$ cat config.mk
export PLATFORM = sky130hd
export DESIGN_NAME = decode_stage
export DESIGN_NICKNAME = d
export VERILOG_FILES = /design/src/rtl/decode_stage.sv
export SDC_FILE = /design/constraint.sdc
export NUM_CORES = 1
export LEC_CHECK = 0
export BUFFER_PORTS_ARGS = -buffer_cell sky130_fd_sc_hd__buf_2
export CAP_MARGIN = 20
export CORE_ASPECT_RATIO = 1.1
export CORE_MARGIN = 10
export CORE_UTILIZATION = 54
export DETAILED_ROUTE_END_ITERATION = 7
export GPL_ROUTABILITY_DRIVEN = 0
export PLACE_DENSITY = 0.86
export SLEW_MARGIN = 40
export SYNTH_ARGS = -nofsm -noshare
export SYNTH_HDL_FRONTEND = slang
export SYNTH_SLANG_ARGS = --single-unit
$ cat constraint.sdc
create_clock -name clk -period 12.6 [get_ports clk]
set_input_delay 3.78 -clock clk [delete_from_list [all_inputs] [get_ports clk]]
set_output_delay 3.78 -clock clk [all_outputs]
set_load 0.03 [all_outputs]
$ cat src/rtl/decode_stage.sv
`default_nettype none
// ============================================================================
//  Module   : decode_stage
//  Purpose  : RV32 decode stage. Accepts fetched instructions, reads operands
//             from register_file, decodes fields and the immediate into an
//             output pipeline register, and stalls RAW hazards against a
//             per-register busy scoreboard.
//  Revision : 1.0 - initial release
// ============================================================================
module decode_stage #(
  parameter int ADDRESS_WIDTH = 5,
  parameter int DATA_WIDTH    = 32,
  parameter int INSTR_WIDTH   = 32
) (
  input  logic                     clk,
  input  logic                     rst,
  input  logic                     flush,
  input  logic                     in_valid,
  output logic                     in_ready,
  input  logic [INSTR_WIDTH-1:0]   in_instr,
  input  logic [DATA_WIDTH-1:0]    in_pc,
  output logic [ADDRESS_WIDTH-1:0] read1_id,
  output logic [ADDRESS_WIDTH-1:0] read2_id,
  input  logic [DATA_WIDTH-1:0]    read1_data,
  input  logic [DATA_WIDTH-1:0]    read2_data,
  input  logic                     retire_en,
  input  logic [ADDRESS_WIDTH-1:0] retire_id,
  output logic                     out_valid,
  input  logic                     out_ready,
  output logic [DATA_WIDTH-1:0]    out_pc,
  output logic [6:0]               out_opcode,
  output logic [2:0]               out_funct3,
  output logic [6:0]               out_funct7,
  output logic [ADDRESS_WIDTH-1:0] out_rd,
  output logic                     out_rd_en,
  output logic [DATA_WIDTH-1:0]    out_rs1_data,
  output logic [DATA_WIDTH-1:0]    out_rs2_data,
  output logic [DATA_WIDTH-1:0]    out_imm,
  output logic                     out_illegal
);

  localparam int         c_num_regs   = 1 << ADDRESS_WIDTH;
  localparam logic [6:0] c_op_lui     = 7'b0110111;
  localparam logic [6:0] c_op_auipc   = 7'b0010111;
  localparam logic [6:0] c_op_jal     = 7'b1101111;
  localparam logic [6:0] c_op_jalr    = 7'b1100111;
  localparam logic [6:0] c_op_branch  = 7'b1100011;
  localparam logic [6:0] c_op_load    = 7'b0000011;
  localparam logic [6:0] c_op_store   = 7'b0100011;
  localparam logic [6:0] c_op_opimm   = 7'b0010011;
  localparam logic [6:0] c_op_op      = 7'b0110011;

  // Pipeline output register and scoreboard state
  logic                     out_valid_q,    out_valid_d;
  logic [DATA_WIDTH-1:0]    out_pc_q,       out_pc_d;
  logic [INSTR_WIDTH-1:0]   out_instr_q,    out_instr_d;
  logic                     out_rd_en_q,    out_rd_en_d;
  logic [DATA_WIDTH-1:0]    out_rs1_data_q, out_rs1_data_d;
  logic [DATA_WIDTH-1:0]    out_rs2_data_q, out_rs2_data_d;
  logic [DATA_WIDTH-1:0]    out_imm_q,      out_imm_d;
  logic                     out_illegal_q,  out_illegal_d;
  logic [c_num_regs-1:0]    sb_q,           sb_d;

  // Decode results for the presented instruction
  logic                     uses_rs1, uses_rs2, writes_rd, illegal;
  logic [DATA_WIDTH-1:0]    imm_dec;
  logic [DATA_WIDTH-1:0]    imm_i, imm_s, imm_b, imm_u, imm_j;
  logic [ADDRESS_WIDTH-1:0] rd_dec;
  logic                     rd_en_dec;
  logic                     busy1, busy2, hazard, accept;

  assign read1_id = in_instr[19:15];
  assign read2_id = in_instr[24:20];
  assign rd_dec   = in_instr[11:7];

  // Immediate formats; bit 31 is always the sign
  assign imm_i = {{(DATA_WIDTH-12){in_instr[31]}}, in_instr[31:20]};
  assign imm_s = {{(DATA_WIDTH-12){in_instr[31]}}, in_instr[31:25], in_instr[11:7]};
  assign imm_b = {{(DATA_WIDTH-12){in_instr[31]}}, in_instr[7], in_instr[30:25],
                  in_instr[11:8], 1'b0};
  assign imm_u = DATA_WIDTH'($signed({in_instr[31:12], 12'b0}));
  assign imm_j = {{(DATA_WIDTH-20){in_instr[31]}}, in_instr[19:12], in_instr[20],
                  in_instr[30:21], 1'b0};

  // Opcode classification: operand usage, rd write and immediate selection
  always_comb begin
    uses_rs1  = 1'b0;
    uses_rs2  = 1'b0;
    writes_rd = 1'b0;
    illegal   = 1'b0;
    imm_dec   = '0;
    case (in_instr[6:0])
      c_op_lui, c_op_auipc: begin writes_rd = 1'b1; imm_dec = imm_u; end
      c_op_jal:             begin writes_rd = 1'b1; imm_dec = imm_j; end
      c_op_jalr, c_op_load, c_op_opimm: begin
        uses_rs1 = 1'b1; writes_rd = 1'b1; imm_dec = imm_i;
      end
      c_op_branch: begin uses_rs1 = 1'b1; uses_rs2 = 1'b1; imm_dec = imm_b; end
      c_op_store:  begin uses_rs1 = 1'b1; uses_rs2 = 1'b1; imm_dec = imm_s; end
      c_op_op: begin uses_rs1 = 1'b1; uses_rs2 = 1'b1; writes_rd = 1'b1; end
      default: illegal = 1'b1;
    endcase
  end

  assign rd_en_dec = writes_rd && (rd_dec != '0);

  // A retire in this very cycle is not a hazard: register_file bypasses its write
  assign busy1  = (read1_id != '0) && sb_q[read1_id] && !(retire_en && retire_id == read1_id);
  assign busy2  = (read2_id != '0) && sb_q[read2_id] && !(retire_en && retire_id == read2_id);
  assign hazard = (uses_rs1 && busy1) || (uses_rs2 && busy2);

  assign in_ready = (!out_valid_q || out_ready) && !hazard && !flush;
  assign accept   = in_valid && in_ready;

  // Scoreboard next state: retire clear, then flush clear, then issue set wins
  always_comb begin
    sb_d = sb_q;
    if (retire_en)
      sb_d[retire_id] = 1'b0;
    if (flush && out_valid_q && out_rd_en_q)
      sb_d[out_instr_q[11:7]] = 1'b0;
    if (accept && rd_en_dec)
      sb_d[rd_dec] = 1'b1;
    sb_d[0] = 1'b0;
  end

  // Output register next state: load on accept, drain on handshake or flush
  always_comb begin
    out_valid_d    = out_valid_q;
    out_pc_d       = out_pc_q;
    out_instr_d    = out_instr_q;
    out_rd_en_d    = out_rd_en_q;
    out_rs1_data_d = out_rs1_data_q;
    out_rs2_data_d = out_rs2_data_q;
    out_imm_d      = out_imm_q;
    out_illegal_d  = out_illegal_q;
    if (accept) begin
      out_valid_d    = 1'b1;
      out_pc_d       = in_pc;
      out_instr_d    = in_instr;
      out_rd_en_d    = rd_en_dec;
      out_rs1_data_d = read1_data;
      out_rs2_data_d = read2_data;
      out_imm_d      = imm_dec;
      out_illegal_d  = illegal;
    end else if (flush || out_ready) begin
      out_valid_d = 1'b0;
    end
  end

  // State registers with asynchronous reset
  always_ff @(posedge clk or posedge rst) begin
    if (rst) begin
      out_valid_q    <= 1'b0;
      out_pc_q       <= '0;
      out_instr_q    <= '0;
      out_rd_en_q    <= 1'b0;
      out_rs1_data_q <= '0;
      out_rs2_data_q <= '0;
      out_imm_q      <= '0;
      out_illegal_q  <= 1'b0;
      sb_q           <= '0;
    end else begin
      out_valid_q    <= out_valid_d;
      out_pc_q       <= out_pc_d;
      out_instr_q    <= out_instr_d;
      out_rd_en_q    <= out_rd_en_d;
      out_rs1_data_q <= out_rs1_data_d;
      out_rs2_data_q <= out_rs2_data_d;
      out_imm_q      <= out_imm_d;
      out_illegal_q  <= out_illegal_d;
      sb_q           <= sb_d;
    end
  end

  assign out_valid    = out_valid_q;
  assign out_pc       = out_pc_q;
  assign out_opcode   = out_instr_q[6:0];
  assign out_funct3   = out_instr_q[14:12];
  assign out_funct7   = out_instr_q[31:25];
  assign out_rd       = out_instr_q[11:7];
  assign out_rd_en    = out_rd_en_q;
  assign out_rs1_data = out_rs1_data_q;
  assign out_rs2_data = out_rs2_data_q;
  assign out_imm      = out_imm_q;
  assign out_illegal  = out_illegal_q;

endmodule
`default_nettype wire
==> metrics, run 1 <==
Chip Width 140 um; Max transition margin 0.504; TritonCTS Sinks 184; post-route ant nets 0; synthesized flop and latch total 184; dominant cell type by area after synthesis dfrtp_1; Leak 5.26 nW; Total Neg Setup Slack 0 ns; row count 48; reg2reg end out_rs2_data[2]; final wirelength 27.3 mm; antenna violations before repair 3; worst setup path end in_ready; first-pass GRT wire length 42.2 mm; Starting Density 0.550; hold_ws 0.500 ns; worst r2r src sb_q[16]; status finished, final reports clean; Mean Syn Cell Area 13.0 um^2; Mapped Area 8620 um^2; CP top delay family buffers and inverters; die area 21400 um^2; CTS tree built; worst setup path category in -> out; Synth Flop Type dfrtp_1; CP Cell Sequence buf_2 -> mux4_2 -> nor2b_1 -> nor3_1 -> o41ai_2 -> o21ai_2 -> inv_4 -> buf_2; sequential area share after synthesis 0.534; worst setup path startpoint in_instr[20]; Die H 153 um; hold buffers post-CTS 0; via count 6869; Area contributors post-synth dfrtp_1 53%, mux2_2 12%, mux2_4 6.8%, o221ai_1 3.1%, mux2i_1 2.9%; layout cells sized above 1 0.516; pin count of the biggest net entering global routing 85; max_cap viols 0; Slew Viols, Final 0; DP HPWL 20.3 mm; grt ovf 0; number of I/O pins 303; Yosys warnings 0; gr usage total 0.249; Port Buf Inserts 302; nets@finish 1072; maximum clock path buffer count 2; Avg Vias per Cell 5.98; Clk Latency, worst-skew pair 0.43 ns; core area 15700 um^2; Avg WL per Cell 23.8 um; Worst-path clk slew 0.07 ns; minimum clock period 9.53 ns; reg2reg path depth 9; Post-synth EDFFs 0; worst-path cell with the longest stage delay mux4_2; CP Max Fanout 16; PnR worst setup slack 3.07 ns; post-layout util 0.685; Setup crit start kind input pin; Pwr Density 164 nW/um^2; vias in the first global route 7098; Post-Syn Instances 662; worst min path class reg -> reg; drc violations 0; Place WS 3.10 ns; CTS H-tree depth 4; total CTS buffers 17; Worst Path Buf+Inv 3; Root Driver clkbuf_16; library cells used by synthesis 57; Reg2Reg Setup Slack 9.21 ns; post-CTS setup buffer count 0; most used cell, CP buf_2; hold depth 1; Post-Syn Nets 801; critical path's largest stage delay 0.55 ns; synthesis-to-finish area growth 24.6%; Worst Setup End Kind output pin; CTS resizes 0; Tot Pwr 0.00176 W; Worst-Margin Slew 0.743 ns; first-pass iteration count of the detailed router 5; worst path arrival time 5.75 ns; Setup Skew 0.0138 ns; final setup vio count 0; worst IR drop on VDD 0.102 mV; RSZ-0062 raised after global routing no; Post-synth ARST share 1.00; Fmax 105 MHz; Worst Path Required 8.82 ns; Synth top area share 0.534; cell count along the critical path 8; initial DRC count 714; fin crit share 0.757; Final Hold Viols 0
[registers in the layout (all words and copies together), names as in the netlist]
| name | count |
|---|---|
| out_imm | 32 |
| out_pc | 32 |
| out_rs1_data | 32 |
| out_rs2_data | 32 |
| sb_q | 31 |
| out_instr_q | 22 |
| out_illegal | 1 |
| out_rd_en | 1 |
| out_valid | 1 |
[report_power, final]
part	switching, W	total, W	internal, W
Clock	0.000242	0.000553	0.000310
Sequential	0.0000507	0.000722	0.000672
Combinational	0.000311	0.000483	0.000171
[placed cells by master (no fill, tap or decap), types with 15 or more instances in the layout]
master / count
mux2_4: 39
nand2_1: 15
mux2_2: 90
inv_1: 25
mux2i_1: 25
a21oi_1: 24
clkbuf_16: 17
o21ai_0: 39
buf_2: 302
o221ai_1: 31
dfrtp_1: 184
[logic make-up (layout without fill, tap and decap cells)]
logic type,Yosys count,in the layout,share of synthesized area
other,0,2,0
AND/OR/NAND/NOR,95,95,0.0650
flip-flops,184,184,0.534
XOR/XNOR,10,10,0.0102
multiplexers,163,163,0.238
AO/OA/AOI/OAI,130,130,0.104
buffers and inverters,80,364,0.0485
[layout make-up]
class | instances | area, um^2
multi-input cells | 398 | 3620
clock buffers | 20 | 457
flip-flops and latches | 184 | 4600
repair buffers | 305 | 1540
diodes | 2 | 5.00
inverters | 27 | 109
well taps | 200 | 250
clock inverters | 12 | 154
fillers | 1113 | 4930
[stage by stage]
stage | cell area [um^2] | cells
2_1_floorplan | 8620 | 662
3_3_place_gp | 10100 | 1114
3_5_place_dp | 10100 | 1114
4_1_cts | 10700 | 1146
5_1_grt | 10700 | 1148
6_report | 10700 | 1148
[worst register-to-register path: stages, from the launching register on]
cell,delay (ns)
dfrtp_1,0.40
mux4_2,0.24
nor2_1,0.04
a2111oi_0,0.54
o41ai_2,0.15
o21ai_2,0.13
inv_4,0.11
nand2_8,0.56
buf_6,0.65
mux2_2,0.45
[worst min path at each step]
stage | slack (ns) | start | end
after floorplan | 0.52 | sb_q[15] | sb_q[15]
after global placement | 0.48 | out_rs2_data[23] | out_rs2_data[23]
after detailed placement | 0.49 | out_imm[5] | out_imm[5]
after CTS | 0.50 | out_rs1_data[8] | out_rs1_data[8]
after global routing | 0.51 | out_rs1_data[28] | out_rs1_data[28]
final | 0.50 | out_rs2_data[27] | out_rs2_data[27]
[cell usage after synthesis (3+ instances only)]
cell type	instances
nand3b_1	11
buf_4	14
nor2_1	14
buf_2	14
o2bb2ai_1	3
a21oi_1	24
or3b_2	7
and3_1	3
nand2b_1	4
clkbuf_1	17
xor2_1	4
o221ai_1	31
inv_1	26
nor3_1	6
mux4_2	9
nor2b_1	5
nand2_1	15
mux2_2	90
nor4b_1	3
mux2_4	39
xnor2_1	6
dfrtp_1	184
nand3_1	8
mux2i_1	25
o21ai_0	39
buf_6	6
a22o_1	11
nand4_1	3
or3_1	6
[per-layer routing]
layer | track usage | vias to the layer above | wire (um)
li1 | - | 2978 | -
met1 | 0.287 | 3403 | 10100
met2 | 0.417 | 420 | 14000
met3 | 0.0807 | 66 | 2470
met4 | 0.0994 | 2 | 784
met5 | 0 | - | 7
(Power assumes the default switching activity.)
==> run 2, diff against run 1 <==
- CORE_UTILIZATION: 54 -> 50
- PLACE_DENSITY: 0.86 -> 0.8
- clock period: 12.6 -> 9.9 ns (I/O delays scaled with it)
==> run 2 against run 1 <==
  * Final cell count is 2.7% higher
  * Combinational power is 25% higher
  * Utilization is 4.5 points lower
  * Non-clock buffer count stayed put
  * Sequential share of layout area is 0.46 points lower
  * Critical endpoint unchanged
==> metrics, run 2 (synthesis results as in run 1) <==
synthesis-to-finish area growth 26.0% (was 24.6%); gr usage total 0.223 (was 0.249); Max transition margin 0.510 (was 0.504); clock group share of total power 0.337 (was 0.314); die area 22900 um^2 (was 21400 um^2); Slew Viols, Final 0 (unchanged); post-route ant nets 0 (unchanged); worst setup path category in -> out (unchanged); RSZ-0062 raised after global routing no (unchanged); CP Max Fanout 16 (unchanged); fin crit share 0.799; Filler Cell Count 1304 (was 1113); drc violations 0 (unchanged); reg2reg end out_rs1_data[28] (was out_rs2_data[2]); vias in the first global route 7017 (was 7098); total CTS buffers 17 (unchanged); Place WS 2.00 ns (was 3.10 ns); part of the power in registers 0.399 (was 0.411); hold buffers post-CTS 0 (unchanged); worst r2r src sb_q[17] (was sb_q[16]); Setup crit start kind input pin (unchanged); post-CTS setup buffer count 0 (unchanged); Root Driver clkbuf_16 (unchanged); M3 GR Usage 0.0685 (was 0.0807); hold_ws 0.495 ns (was 0.500 ns); worst min path class reg -> reg (unchanged); Fmax 126 MHz; Comb power frac 0.264 (was 0.275); Total Neg Setup Slack 0 ns (unchanged); Avg WL per Cell 22.2 um (was 23.8 um); Die H 158 um (was 153 um); Worst-Margin Slew 0.735 ns (was 0.743 ns); Worst-path clk slew 0.06 ns (was 0.07 ns); pin count of the biggest net entering global routing 119 (was 85); Final Non-Filler Cells 1179 (was 1148); worst setup path end in_ready (unchanged); minimum clock period 7.91 ns; nets@finish 1072 (unchanged); layout cells sized above 1 0.515 (was 0.516); max_cap viols 0 (unchanged); number of I/O pins 303 (unchanged); layer with the highest usage met2 (unchanged); final instance area 10900 um^2 (was 10700 um^2); Port Buf Inserts 302 (unchanged); core area 17000 um^2 (was 15700 um^2); antenna violations before repair 2 (was 3); final wirelength 26.1 mm (was 27.3 mm); Chip Width 145 um (was 140 um); Clk Latency, worst-skew pair 0.43 ns (about the same); CTS tree built (unchanged); GR met2 Demand/Resource 0.377 (was 0.417); initial DRC count 807 (was 714); status finished, final reports clean (unchanged); switching pwr 0.000746 W (was 0.000605 W); Starting Density 0.508 (was 0.550); Worst Path Required 6.93 ns (was 8.82 ns); Leak 5.30 nW (was 5.26 nW); Setup Skew 0.0192 ns (was 0.0138 ns); DP Area 10200 um^2 (was 10100 um^2); M1 GR Usage 0.268 (was 0.287); CTS resizes 0 (unchanged); first-pass iteration count of the detailed router 6 (was 5); grt ovf 0 (unchanged); Final Hold Viols 0 (unchanged); worst setup path startpoint in_instr[20] (unchanged); via count 6716 (was 6869); Pwr Density 211 nW/um^2 (was 164 nW/um^2); Placed Cells incl. Taps 1147 (was 1114); commonest non-fill, non-tap cell in the layout buf_2 (unchanged); worst IR drop on VDD 0.134 mV (was 0.102 mV); maximum clock path buffer count 2 (unchanged); Worst Setup End Kind output pin (unchanged); first-pass GRT wire length 40.8 mm (was 42.2 mm); PnR worst setup slack 1.99 ns (was 3.07 ns); Internal Power 0.00155 W (was 0.00115 W); TritonCTS Sinks 184 (unchanged); reg2reg path depth 10 (was 9); final setup vio count 0 (unchanged); worst path arrival time 4.94 ns (was 5.75 ns); most frequent cells in the layout 302 x buf_2, 184 x dfrtp_1, 90 x mux2_2 (unchanged); DP HPWL 19.3 mm (was 20.3 mm); Reg2Reg Setup Slack 6.27 ns (was 9.21 ns); CTS H-tree depth 4 (unchanged); Net Sw Frac 0.325 (was 0.344); Avg Vias per Cell 5.70 (was 5.98); row count 50 (was 48)
==> run 2: layer usage <==
metal  wire length, um  share of wire  up-vias
met5                14        0.00054        -
met4               632          0.024        2
met3              2410          0.092       55
met2             12800           0.49      392
met1             10300           0.39     3284
li1                  -              -     2983
==> run 2: final cells by class <==
cell class / count / area, um^2 / share of cell area
antenna: 1 / 2.50 / 0.000230
clock buffer: 18 / 429 / 0.0395
clock inverter: 12 / 235 / 0.0217
inverter: 27 / 116 / 0.0107
multi-input combinational: 398 / 3620 / 0.333
sequential: 184 / 4600 / 0.424
tap: 234 / 293 / 0.0270
timing repair buffer: 305 / 1560 / 0.143
==> run 2: worst min-delay path by stage <==
stage          slack (ns)          endpoint              from  depth (start not counted)
5_1_grt              0.51  out_rs1_data[26]  out_rs1_data[26]                          1
6_report             0.50    out_instr_q[2]    out_instr_q[2]                          1
3_3_place_gp         0.48  out_rs2_data[11]  out_rs2_data[11]                          1
4_1_cts              0.49    out_instr_q[2]    out_instr_q[2]                          1
2_1_floorplan        0.52          sb_q[15]          sb_q[15]                          2
3_5_place_dp         0.48    out_instr_q[2]    out_instr_q[2]                          1
==> run 2: per-stage QoR <==
step           utilization  power (W)
6_report             0.640    0.00230
5_1_grt              0.640    0.00239
4_1_cts              0.638    0.00231
3_5_place_dp         0.599    0.00154
3_3_place_gp         0.598    0.00152
2_1_floorplan            -    0.00134
==> run 2: worst max-delay path: stages <==
cell	delay (ns)
buf_2	0.33
mux4_2	0.55
nor2b_1	0.12
nor3_1	0.07
o41ai_2	0.37
o21ai_2	0.15
inv_4	0.15
buf_2	0.23
==> run 2: power by group through the flow <==
stage	clock (W)	combinational [W]	sequential (W)
floorplan	0	0.000213	0.00113
global placement	0	0.000601	0.000921
detailed placement	0	0.000610	0.000929
CTS	0.000785	0.000612	0.000916
global route	0.000822	0.000640	0.000931
finish	0.000773	0.000606	0.000917
==> run 3, diff against run 2 <==
- clock period: 9.9 -> 8 ns (I/O delays scaled with it)
==> run 3 against run 2 <==
  * Sequential share of layout area rose by 0.33 points
  * Via count rose by 1.2%
  * Clock skew fell by 0.0095 ns
  * Non-clock buffer count did not move
  * Hold slack got worse by 0.0020 ns
  * Cell area fell by 0.77%
  * Combinational power rose by 24%
  * Critical path depth did not move
  * Global-route usage barely moved
  * Wire length fell by 0.16%
  * Utilization fell by 0.49 points
==> metrics, run 3 (synthesis results as in run 1) <==
via count 6796 (was 6716); Worst Setup End Kind output pin (unchanged); layout cells sized above 1 0.516 (was 0.515); first-pass iteration count of the detailed router 6 (unchanged); Hold Startpoint out_instr_q[2] (unchanged); minimum clock period 6.78 ns; Worst-Margin Slew 0.777 ns (was 0.735 ns); Max transition margin 0.478 (was 0.510); maximum clock path buffer count 2 (unchanged); DP Area 10200 um^2 (about the same); hold buffers post-CTS 0 (unchanged); status finished, final reports clean (unchanged); gr usage total 0.223 (about the same); CTS H-tree depth 4 (unchanged); Setup Skew 0.00979 ns (was 0.0192 ns); Avg WL per Cell 22.1 um (was 22.2 um); Setup crit start kind input pin (unchanged); Placed Cells incl. Taps 1148 (was 1147); hold_ws 0.493 ns (was 0.495 ns); antenna violations before repair 5 (was 2); post-CTS setup buffer count 0 (unchanged); Worst-path clk slew 0.07 ns (was 0.06 ns); grt ovf 0 (unchanged); CTS tree built (unchanged); fin crit share 0.848; synthesis-to-finish area growth 25.0% (was 26.0%); worst setup path category in -> out (unchanged); Final Non-Filler Cells 1182 (was 1179); Total Neg Setup Slack 0 ns (unchanged); worst min path class reg -> reg (unchanged); row count 50 (unchanged); worst setup path startpoint in_instr[20] (unchanged); TritonCTS Sinks 184 (unchanged); Root Driver clkbuf_16 (unchanged); commonest non-fill, non-tap cell in the layout buf_2 (unchanged); Chip Width 145 um (unchanged); Starting Density 0.508 (unchanged); CTS resizes 0 (unchanged); pin count of the biggest net entering global routing 119 (unchanged); Leak 5.25 nW (was 5.30 nW); DP HPWL 19.6 mm (was 19.3 mm); final wirelength 26.1 mm (about the same); Slew Viols, Final 0 (unchanged); max_cap viols 0 (unchanged); post-route ant nets 0 (unchanged); worst path arrival time 4.38 ns (was 4.94 ns); Die H 158 um (unchanged); RSZ-0062 raised after global routing no (unchanged); Port Buf Inserts 302 (unchanged); CP Max Fanout 16 (unchanged); worst IR drop on VDD 0.169 mV (was 0.134 mV); number of I/O pins 303 (unchanged); nets@finish 1072 (unchanged); most frequent cells in the layout 302 x buf_2, 184 x dfrtp_1, 90 x mux2_2 (unchanged); die area 22900 um^2 (unchanged); initial DRC count 753 (was 807); core area 17000 um^2 (unchanged); vias in the first global route 7046 (was 7017); total CTS buffers 17 (unchanged); Avg Vias per Cell 5.75 (was 5.70); final setup vio count 0 (unchanged); Worst Path Required 5.60 ns (was 6.93 ns); drc violations 0 (unchanged); Final Hold Viols 0 (unchanged); Fmax 147 MHz; first-pass GRT wire length 40.6 mm (was 40.8 mm); Pwr Density 251 nW/um^2 (was 211 nW/um^2); Clk Latency, worst-skew pair 0.43 ns (about the same); worst r2r src sb_q[17] (unchanged); final instance area 10800 um^2 (was 10900 um^2)
==> run 3: changes by cell type in the layout (fill, tap and decap cells not counted) <==
cell / change
clkinvlp_4: +1
clkinv_8: +2
clkbuf_8: +1
clkinv_4: +4
diode_2: +1
inv_8: +2
bufinv_16: -6
inv_6: -2
==> run 3: final cells by class <==
class	count	area [um^2]
Fill cell	1335	6180
Sequential cell	184	4600
Multi-Input combinational cell	398	3620
Timing Repair Buffer	305	1560
Clock buffer	19	443
Tap cell	234	293
Clock inverter	13	135
Inverter	27	116
Antenna cell	2	5.00
==> run 3: layer usage <==
metal | share of wire | wire [um] | vias up | global-route usage
li1 | - | - | 2976 | -
met1 | 0.38 | 9930 | 3358 | 0.265
met2 | 0.50 | 13000 | 386 | 0.377
met3 | 0.095 | 2480 | 70 | 0.0745
met4 | 0.024 | 618 | 6 | 0.0694
met5 | 0.0012 | 30 | - | 0
==> run 3: through the flow <==
stage	total power, W	utilization	setup slack [ns]
2_1_floorplan	0.00166	-	0.600
3_3_place_gp	0.00188	0.598	1.27
3_5_place_dp	0.00191	0.601	1.21
4_1_cts	0.00272	0.635	1.22
5_1_grt	0.00282	0.635	1.09
6_report	0.00270	0.635	1.22
==> run 3: worst paths after layout <==
kind | endpoint | slack, ns | cells after the start
max | in_ready | 1.22 | 8
max in group asynchronous | out_imm[17] | 4.95 | 3
max reg2reg | out_rs2_data[11] | 4.75 | 9
min | out_instr_q[2] | 0.49 | 1
min reg2reg | out_instr_q[2] | 0.49 | 1
min in group asynchronous | out_rs2_data[7] | 2.02 | 2
==> run 3: power by group <==
| group | internal [W] | switching, W | total (W) |
|---|---|---|---|
| logic | 0.000270 | 0.000480 | 0.000751 |
| registers | 0.00106 | 0.0000751 | 0.00113 |
| clock network | 0.000422 | 0.000395 | 0.000817 |
==> run 3: critical path, cell delays in order <==
cell     delay, ns
buf_2         0.32
mux4_2        0.55
nor2b_1       0.14
nor3_1        0.08
o41ai_2       0.37
o21ai_2       0.15
inv_4         0.14
buf_2         0.23
